**src/rtl/pixel_xform_stream.sv**
```systemverilog
// Per-sample pixel transform (pass/brighten/darken/invert/threshold) with a valid/ready
// output FIFO. Optional stats counters are enabled by defining PIXEL_XFORM_STATS_EN.
module pixel_xform_stream #(
    parameter int unsigned DATA_W     = 8,
    parameter int unsigned FIFO_DEPTH = 4,
    parameter int unsigned DEF_OFFSET = 50,
    parameter int unsigned ALT_OFFSET = 75
) (
    input  logic              clk,
    input  logic              reset_n,
    input  logic              in_valid,
    input  logic [DATA_W-1:0] in_data,
    output logic              in_ready,
    input  logic [2:0]        mode,
    input  logic              offset_sel,
    output logic              out_valid,
    output logic [DATA_W-1:0] out_data,
    input  logic              out_ready,
    output logic              sat_flag,
    output logic [15:0]       pix_count,
    output logic [15:0]       sat_count
);

    localparam int unsigned PTR_W = $clog2(FIFO_DEPTH);
    localparam int unsigned CNT_W = PTR_W + 1;
    localparam int unsigned EXT_W = DATA_W + 1;
    localparam logic [EXT_W-1:0]  MAX_EXT = {1'b0, {DATA_W{1'b1}}};
    localparam logic [DATA_W-1:0] MAX_VAL = {DATA_W{1'b1}};
    localparam logic [EXT_W-1:0]  DEF_K   = EXT_W'(DEF_OFFSET);
    localparam logic [EXT_W-1:0]  ALT_K   = EXT_W'(ALT_OFFSET);
    localparam logic [CNT_W-1:0]  DEPTH_C = CNT_W'(FIFO_DEPTH);

    // Each entry holds {sat, data}
    logic [EXT_W-1:0]  mem [FIFO_DEPTH];
    logic [PTR_W-1:0]  wr_ptr;
    logic [PTR_W-1:0]  rd_ptr;
    logic [CNT_W-1:0]  count;

    logic              accept;
    logic              pop;
    logic [CNT_W-1:0]  count_nxt;
    logic [CNT_W-1:0]  remain;
    logic [PTR_W-1:0]  rd_ptr_nxt;
    logic [EXT_W-1:0]  x_ext;
    logic [EXT_W-1:0]  k_ext;
    logic [EXT_W-1:0]  sum_ext;
    logic [DATA_W-1:0] y;
    logic              sat;
    logic [DATA_W-1:0] head_data_nxt;
    logic              head_sat_nxt;

    // Transform of the sample presented this cycle
    always_comb begin
        x_ext   = {1'b0, in_data};
        k_ext   = offset_sel ? ALT_K : DEF_K;
        sum_ext = x_ext + k_ext;
        y       = in_data;
        sat     = 1'b0;
        case (mode)
            3'b001: begin
                if (sum_ext > MAX_EXT) begin
                    y   = MAX_VAL;
                    sat = 1'b1;
                end else begin
                    y = sum_ext[DATA_W-1:0];
                end
            end
            3'b010: begin
                if (x_ext >= k_ext) begin
                    y = DATA_W'(x_ext - k_ext);
                end else begin
                    y   = '0;
                    sat = 1'b1;
                end
            end
            3'b011:  y = MAX_VAL - in_data;
            3'b100:  y = (x_ext >= k_ext) ? MAX_VAL : '0;
            default: y = in_data;
        endcase
    end

    // FIFO bookkeeping and next head selection
    always_comb begin
        accept        = in_valid && in_ready;
        pop           = out_valid && out_ready;
        count_nxt     = count + CNT_W'(accept) - CNT_W'(pop);
        remain        = count - CNT_W'(pop);
        rd_ptr_nxt    = rd_ptr + PTR_W'(pop);
        head_data_nxt = out_data;
        head_sat_nxt  = sat_flag;
        if (remain != '0) begin
            {head_sat_nxt, head_data_nxt} = mem[rd_ptr_nxt];
        end else if (accept) begin
            head_sat_nxt  = sat;
            head_data_nxt = y;
        end
    end

    always_ff @(posedge clk) begin
        if (!reset_n) begin
            for (int i = 0; i < int'(FIFO_DEPTH); i++) begin
                mem[i] <= '0;
            end
            wr_ptr    <= '0;
            rd_ptr    <= '0;
            count     <= '0;
            in_ready  <= 1'b1;
            out_valid <= 1'b0;
            out_data  <= '0;
            sat_flag  <= 1'b0;
        end else begin
            if (accept) begin
                mem[wr_ptr] <= {sat, y};
                wr_ptr      <= wr_ptr + PTR_W'(1);
            end
            rd_ptr    <= rd_ptr_nxt;
            count     <= count_nxt;
            in_ready  <= (count_nxt < DEPTH_C);
            out_valid <= (count_nxt != '0);
            out_data  <= head_data_nxt;
            sat_flag  <= head_sat_nxt;
        end
    end

`ifdef PIXEL_XFORM_STATS_EN
    // Saturating accept / clip counters
    always_ff @(posedge clk) begin
        if (!reset_n) begin
            pix_count <= '0;
            sat_count <= '0;
        end else if (accept) begin
            if (pix_count != 16'hFFFF) begin
                pix_count <= pix_count + 16'd1;
            end
            if (sat && (sat_count != 16'hFFFF)) begin
                sat_count <= sat_count + 16'd1;
            end
        end
    end
`else
    assign pix_count = '0;
    assign sat_count = '0;
`endif

endmodule

```
**config.mk**
```make
export PLATFORM = sky130hd
export DESIGN_NAME = pixel_xform_stream
export DESIGN_NICKNAME = d
export VERILOG_FILES = /design/src/rtl/pixel_xform_stream.sv
export SDC_FILE = /design/constraint.sdc
export NUM_CORES = 1
export LEC_CHECK = 0
export CAP_MARGIN = 20
export CORE_UTILIZATION = 49
export DETAILED_ROUTE_END_ITERATION = 6
export GPL_TIMING_DRIVEN = 0
export PLACE_DENSITY = 0.74
export SYNTH_ARGS = -nofsm -noshare
export SYNTH_HDL_FRONTEND = slang
export SYNTH_SLANG_ARGS = --single-unit
export TNS_END_PERCENT = 5
```
**constraint.sdc**
```tcl
create_clock -name clk -period 3.3 [get_ports clk]
set_input_delay 0.66 -clock clk [delete_from_list [all_inputs] [get_ports clk]]
set_output_delay 0.66 -clock clk [all_outputs]
set_load 0.1 [all_outputs]
```
==> impl_metrics.toml, run 1 <==
[run_status]
run_status = "finished clean"

[place]
placedInstanceArea_mm2 = 0.00410
dp_hpwl_mm = 6.21
port_buffers = 25
dp.cells = 505
routabilityCongestion = 0.866

[clocking]
cts-root-buf = "clkbuf_8"
cts_setup_buffers = 0
clockBufferDepth = 2
clk_latency_ns = 0.31
path_clk_slew_ns = 0.09
clock-sinks = 54
postCtsHoldBufs = 0
htreeDepth = 2
cts_tree = "done"
numCtsBuffers = 5

[finish]
stdcell_count = 513
design_area_mm2 = 0.00430
nets = 449
antennaDiodeCount = 0
drive_gt1_frac = 0.192
layout-area-overhead-vs-synth_pct = 19.1

[floorplan]
die_x_um = 87.8
initial_utilization = 0.519
fp.dieH_um = 87.8
core_area_mm2 = 0.00694
die_area_mm2 = 0.00771
ios = 59
num_rows = 30

[power]
ir_worst_vdd_v = 0.000304
swShare = 0.451
pwr-share-comb = 0.508
powerDensity_mw_per_mm2 = 657
p_sw_mw = 1.27
sequentialPowerShare = 0.324
finalPower_mw = 2.82
p_int_mw = 1.55
pwr-share-clk = 0.168
p_leak_nw = 1.76

[synthesis]
syn_inst = 352
synth_area_mm2 = 0.00361
synth_edf_count = 36
async_reset_ff_frac = 0
yosysWarningCount = 0
synth-seq-cells = 54
yosysSeqAreaShare = 0.400
syn_avg_cell_area_um2 = 10.2
synth_cell_type_count = 61
synth_ff_type = "edfxtp_1"

[setup_path]
cp-end-kind = "register"
cp_num_cells = 9
worstSetupPathType = "in -> reg"
crit_path_max_incr_delay_ns = 0.62
slowest_stage = "clkdlybuf4s50_1"
crit_arrival_ns = 3.46
crit_family = "compound AO/OA/AOI/OAI gates"
startpoint_type = "input pin"
critPathRequiredTime_ns = 3.51
worstPathMaxFanout = 9
path_cells = "clkdlybuf4s50_1 -> ha_1 -> buf_4 -> nor2b_1 -> o21bai_1 -> nand4_1 -> a221oi_2 -> nor4_2 -> o41ai_2"
path_buf_inv = 2
reg2reg_depth = 6

[drt]
drc = 0
drt_iter0_drc = 148
dr.pass1.iters = 5
vias = 2750
postRouteAntennaNets = 0
routedWlPerCell_um = 16.1
wirelength_mm = 8.26
vias_per_cell = 5.36

[timing]
rsz0062_at_grt = "true"
finalSetupTns_ns = 0
maxSlewViolCount = 0
clock_skew_ns = 0.0119
max_clock_freq_ghz = 0.307
worstMarginPinSlew_ns = 1.02
slew_headroom = 0.319
finalCritPeriodShare = 0.986
setup_violations = 0
fin_crit_ns = 3.25
hold_viol = 0

[global_route]
antenna_found_initial = 0
grt_pass1_wl_mm = 13.3
grt_pass1_vias = 2610
grt-ovfl-total = 0
grt_usage = 0.231
grt_max_degree = 18

[job]
cap_viol_max_count = 0

[hold_path]
min_path_type = "reg -> reg"
whs_path_depth = 2
[cells in the final DEF, fill, tap and decap left out, types with 3 or more instances in the layout]
cell	synthesis	routed
clkbuf_8	0	6
clkdlybuf4s50_1	0	21
ha_1	16	16
edfxtp_1	36	36
a211oi_1	3	3
and2_1	9	9
a21oi_1	11	11
xnor2_1	9	9
o21ai_0	10	10
or3_1	5	5
xor2_1	4	4
dlymetal6s2s_1	0	3
buf_4	33	34
o31a_1	6	6
nor2_1	52	52
o41ai_2	3	3
clkbuf_1	11	11
o32ai_4	0	5
o21ai_1	3	3
nand2b_1	4	4
nand2_1	18	18
mux4_2	9	9
nor3_1	13	13
inv_1	12	12
nor3b_1	5	5
nor2b_1	4	4
conb_1	1	32
nand4_1	3	3
mux2i_1	3	3
dfxtp_1	18	18
[power by group through the flow]
stage | registers, mW | logic [mW] | clock network, mW
floorplan | 1.27 | 0.778 | 0
global placement | 0.924 | 1.39 | 0
detailed placement | 0.930 | 1.41 | 0
CTS | 0.914 | 1.43 | 0.477
global route | 0.927 | 1.53 | 0.509
finish | 0.914 | 1.44 | 0.474
[registers in the layout (all words and copies together), names as in the netlist]
signal and count:
sat_flag 1, mem 36, wr_ptr 2, out_data 8, in_ready 1, count 3
out_valid 1, rd_ptr 2
[timing repair]
item | 4_1_cts | 5_1_grt
pin swaps | 0 | 3
endpoints found under the setup margin | 37 | 30
gates resized for setup | 7 | 5
[routing by layer]
| layer | track usage | vias up | routed length (µm) |
|---|---|---|---|
| met5 | 0 | - | 0 |
| met4 | 0.0775 | 0 | 150 |
| met3 | 0.0368 | 15 | 425 |
| met2 | 0.368 | 83 | 3970 |
| met1 | 0.323 | 1310 | 3720 |
| li1 | - | 1342 | - |
[synth_stat cells, types with 3 or more instances]
cell type | number | area [µm²]
a221oi_2 | 3 | 45.0
nor2_1 | 52 | 195
xor2_1 | 4 | 35.0
nor3_1 | 13 | 65.1
o41ai_2 | 3 | 48.8
dfxtp_1 | 18 | 360
inv_1 | 12 | 45.0
o31a_1 | 6 | 52.6
nor2b_1 | 4 | 25.0
a211oi_1 | 3 | 22.5
edfxtp_1 | 36 | 1080
clkbuf_1 | 11 | 41.3
o21ai_0 | 10 | 50.1
nor3b_1 | 5 | 37.5
and2_1 | 9 | 56.3
mux2i_1 | 3 | 30.0
nand2b_1 | 4 | 25.0
a21oi_1 | 11 | 55.1
nand4_1 | 3 | 18.8
ha_1 | 16 | 200
or3_1 | 5 | 31.3
buf_4 | 33 | 248
xnor2_1 | 9 | 78.8
nand2_1 | 18 | 67.6
o32ai_2 | 5 | 81.3
o21ai_1 | 3 | 15.0
mux4_2 | 9 | 203
[kinds of logic after synthesis]
kind of cell | after synthesis | synth area share
XOR/XNOR | 13 | 0.0316
adder cells (fa/ha/maj) | 17 | 0.0610
multiplexers | 12 | 0.0645
buffers and inverters | 62 | 0.106
AO/OA/AOI/OAI | 65 | 0.155
flip-flops | 54 | 0.400
other | 1 | 0.00104
AND/OR/NAND/NOR | 128 | 0.181
[cell type report]
cell class | instances | area [µm²]
fillers | 606 | 2650
multi-input cells | 267 | 1970
flip-flops and latches | 54 | 1440
plain buffers | 48 | 330
repair buffers | 26 | 265
well taps | 96 | 120
clock buffers | 6 | 82.6
inverters | 14 | 52.6
clock inverters | 2 | 38.8
[worst paths after layout]
check                                              start                        to  slack, ns
worst max-delay path                          in_data[4]  out_data[2]$_SDFFE_PN0P_       0.05
worst min-delay path            out_data[2]$_SDFFE_PN0P_  out_data[2]$_SDFFE_PN0P_       0.55
worst max register to register      out_valid$_SDFF_PN0_  out_data[7]$_SDFFE_PN0P_       0.83
worst min register to register  out_data[2]$_SDFFE_PN0P_  out_data[2]$_SDFFE_PN0P_       0.55
[stage by stage]
stage	util	setup slack [ns]	hold WS, ns
2_1_floorplan	-	0.408	0.582
3_3_place_gp	0.590	-0.519	0.533
3_5_place_dp	0.591	-0.570	0.539
4_1_cts	0.616	0.0597	0.554
5_1_grt	0.619	-0.122	0.591
6_report	0.619	0.0456	0.555
[worst reg2reg max path, stage by stage, from the launching register on]
cell      delay, ns
dfxtp_1        0.34
and2_1         0.21
ha_1           0.28
clkbuf_1       0.58
mux4_2         0.61
o21ai_0        0.26
a21oi_1        0.08
No activity file was read; power rests on OpenSTA's default activity.
==> inputs of run 2 (changes only) <==
--- a/config.mk
+++ b/config.mk
@@ -6,6 +6,7 @@
 export NUM_CORES = 1
 export LEC_CHECK = 0
 export CAP_MARGIN = 20
+export CORE_MARGIN = 8
 export CORE_UTILIZATION = 49
 export DETAILED_ROUTE_END_ITERATION = 6
 export GPL_TIMING_DRIVEN = 0
==> run 2 against run 1 <==
Combinational power hardly changed. Largest cell class unchanged. Die area increased by 34%. Critical path depth grew 2. Setup slack better by 0.057 ns. Global-route usage shrank 5.3 points. Sequential power is essentially flat. Largest power group unchanged.
==> impl_metrics.toml, run 2 (synthesized netlist as in run 1, its figures left out) <==
[drt]
postRouteAntennaNets = 0
wirelength_mm = 8.96
dr.pass1.iters = 4
routedWlPerCell_um = 17.4
vias_per_cell = 5.46
drc = 0
vias = 2815
drt_iter0_drc = 129

[setup_path]
critPathRequiredTime_ns = 3.35
worstPathMaxFanout = 10
regToRegSetupSlack_ns = 0.88
rr_startpoint = "out_valid$_SDFF_PN0_"
critPathLaunch = "in_data[4]"
reg2reg_depth = 6
startpoint_type = "input pin"
cp-end-kind = "register"
crit_arrival_ns = 3.25
worstSetupPathType = "in -> reg"
reg2reg_to = "out_data[7]$_SDFFE_PN0P_"
crit_path_end = "mem[0][1]$_SDFFCE_PN0P_"

[clocking]
clock-sinks = 54
clockBufferDepth = 2
cts-root-buf = "clkbuf_8"
cts_tree = "done"
postCtsHoldBufs = 0
clk_latency_ns = 0.30
htreeDepth = 2
numCtsBuffers = 5
path_clk_slew_ns = 0.10

[timing]
finalCritPeriodShare = 0.969
slew_headroom = 0.295
rsz0062_at_grt = "false"
maxSlewViolCount = 0
clock_skew_ns = 0.00639
fin_crit_ns = 3.20
worstMarginPinSlew_ns = 1.05
hold_viol = 0
max_clock_freq_ghz = 0.313
setup_violations = 0

[place]
routabilityCongestion = 0.932
dp_hpwl_mm = 6.64
port_buffers = 25

[finish]
final_cell_mix = "nor2_1, edfxtp_1, buf_4"
antennaDiodeCount = 0
final.fill_count = 617
largest_reg_flops = 36
largest-register = "mem"
regArea_mm2 = 0.00144
drive_gt1_frac = 0.199
post-route-util = 0.598
multi_input_area_mm2 = 0.00196
nets = 449
layout-area-overhead-vs-synth_pct = 18.9
final_common_cell = "nor2_1"
reg_top3 = "mem: 36 flops, out_data: 8 flops, count: 3 flops"

[hold_path]
min_path_type = "reg -> reg"

[run_status]
run_status = "finished clean"

[global_route]
grt_pass1_wl_mm = 14.4
grt_usage = 0.178
grt_pass1_vias = 2753
grt_max_degree = 18
grt-ovfl-total = 0
antenna_found_initial = 0

[floorplan]
num_rows = 31
core_area_mm2 = 0.00718
ios = 59
fp.dieH_um = 102
die_x_um = 102
initial_utilization = 0.503
die_area_mm2 = 0.0104

[power]
finalPower_mw = 2.81
powerDensity_mw_per_mm2 = 655
ir_worst_vdd_v = 0.000403
p_leak_nw = 1.76

[job]
cap_viol_max_count = 0
## run 2: cell count changes in the layout (fill, tap and decap cells not counted), sizes merged
cell	change
buf	+1
clkbuf	-1
clkdlybuf4s15	-1
clkinv	+1
## run 2: how the worst min path moves through the flow
stage / startpoint / end / slack, ns / cells after the start
floorplan: count[0]$_SDFF_PN0_ / count[0]$_SDFF_PN0_ / 0.58 / 2
global placement: out_data[1]$_SDFFE_PN0P_ / out_data[1]$_SDFFE_PN0P_ / 0.54 / 2
detailed placement: out_data[1]$_SDFFE_PN0P_ / out_data[1]$_SDFFE_PN0P_ / 0.54 / 2
CTS: out_data[1]$_SDFFE_PN0P_ / out_data[1]$_SDFFE_PN0P_ / 0.56 / 2
global route: out_data[2]$_SDFFE_PN0P_ / out_data[2]$_SDFFE_PN0P_ / 0.58 / 2
finish: out_data[2]$_SDFFE_PN0P_ / out_data[2]$_SDFFE_PN0P_ / 0.55 / 2
## run 2: per-layer routing
| metal | up-vias | global-route usage | part of all wire |
|---|---|---|---|
| met1 | 1363 | 0.230 | 0.41 |
| met5 | - | 0 | 0 |
| met2 | 99 | 0.300 | 0.49 |
| met3 | 10 | 0.0405 | 0.087 |
| li1 | 1343 | - | - |
| met4 | 0 | 0.0263 | 0.012 |
## run 2: metrics by stage
step	hold WS (ns)	cell area [µm²]	TNS, ns	std cells	setup WS (ns)
global placement	0.538	4100	-20.63	507	-0.613
finish	0.552	4290	0	516	0.102
CTS	0.555	4270	0	517	0.0349
floorplan	0.582	3720	0	383	0.408
global route	0.580	4290	0	516	0.0192
detailed placement	0.542	4100	-20.29	507	-0.690
## run 2: area by class of cell
type                       instances  share of cell area
tap                               99              0.0289
sequential                        54               0.336
clock buffer                       5              0.0160
clock inverter                     3             0.00992
inverter                          14              0.0123
timing repair buffer              27              0.0624
multi-input combinational        267               0.458
buffer                            47              0.0762
## run 2: where the power goes
group | internal, mW | switching [mW] | total, mW
Sequential | 0.852 | 0.0648 | 0.917
Clock | 0.227 | 0.222 | 0.448
Combinational | 0.449 | 0.994 | 1.44
## run 2: critical path, cell delays in order
cell,delay (ns)
clkdlybuf4s50_1,0.62
ha_1,0.29
buf_4,0.18
o21ai_1,0.24
a221oi_2,0.13
o2111ai_2,0.24
nand3_4,0.18
buf_12,0.20
o32ai_2,0.26
buf_4,0.19
nor2_1,0.05
## run 2: repair_timing
item	4_1_cts	5_1_grt
resized for setup	7	7
pin swaps	1	0
setup buffers	2	0
hold endpoints to repair	0	0
endpoints found under the setup margin	38	25
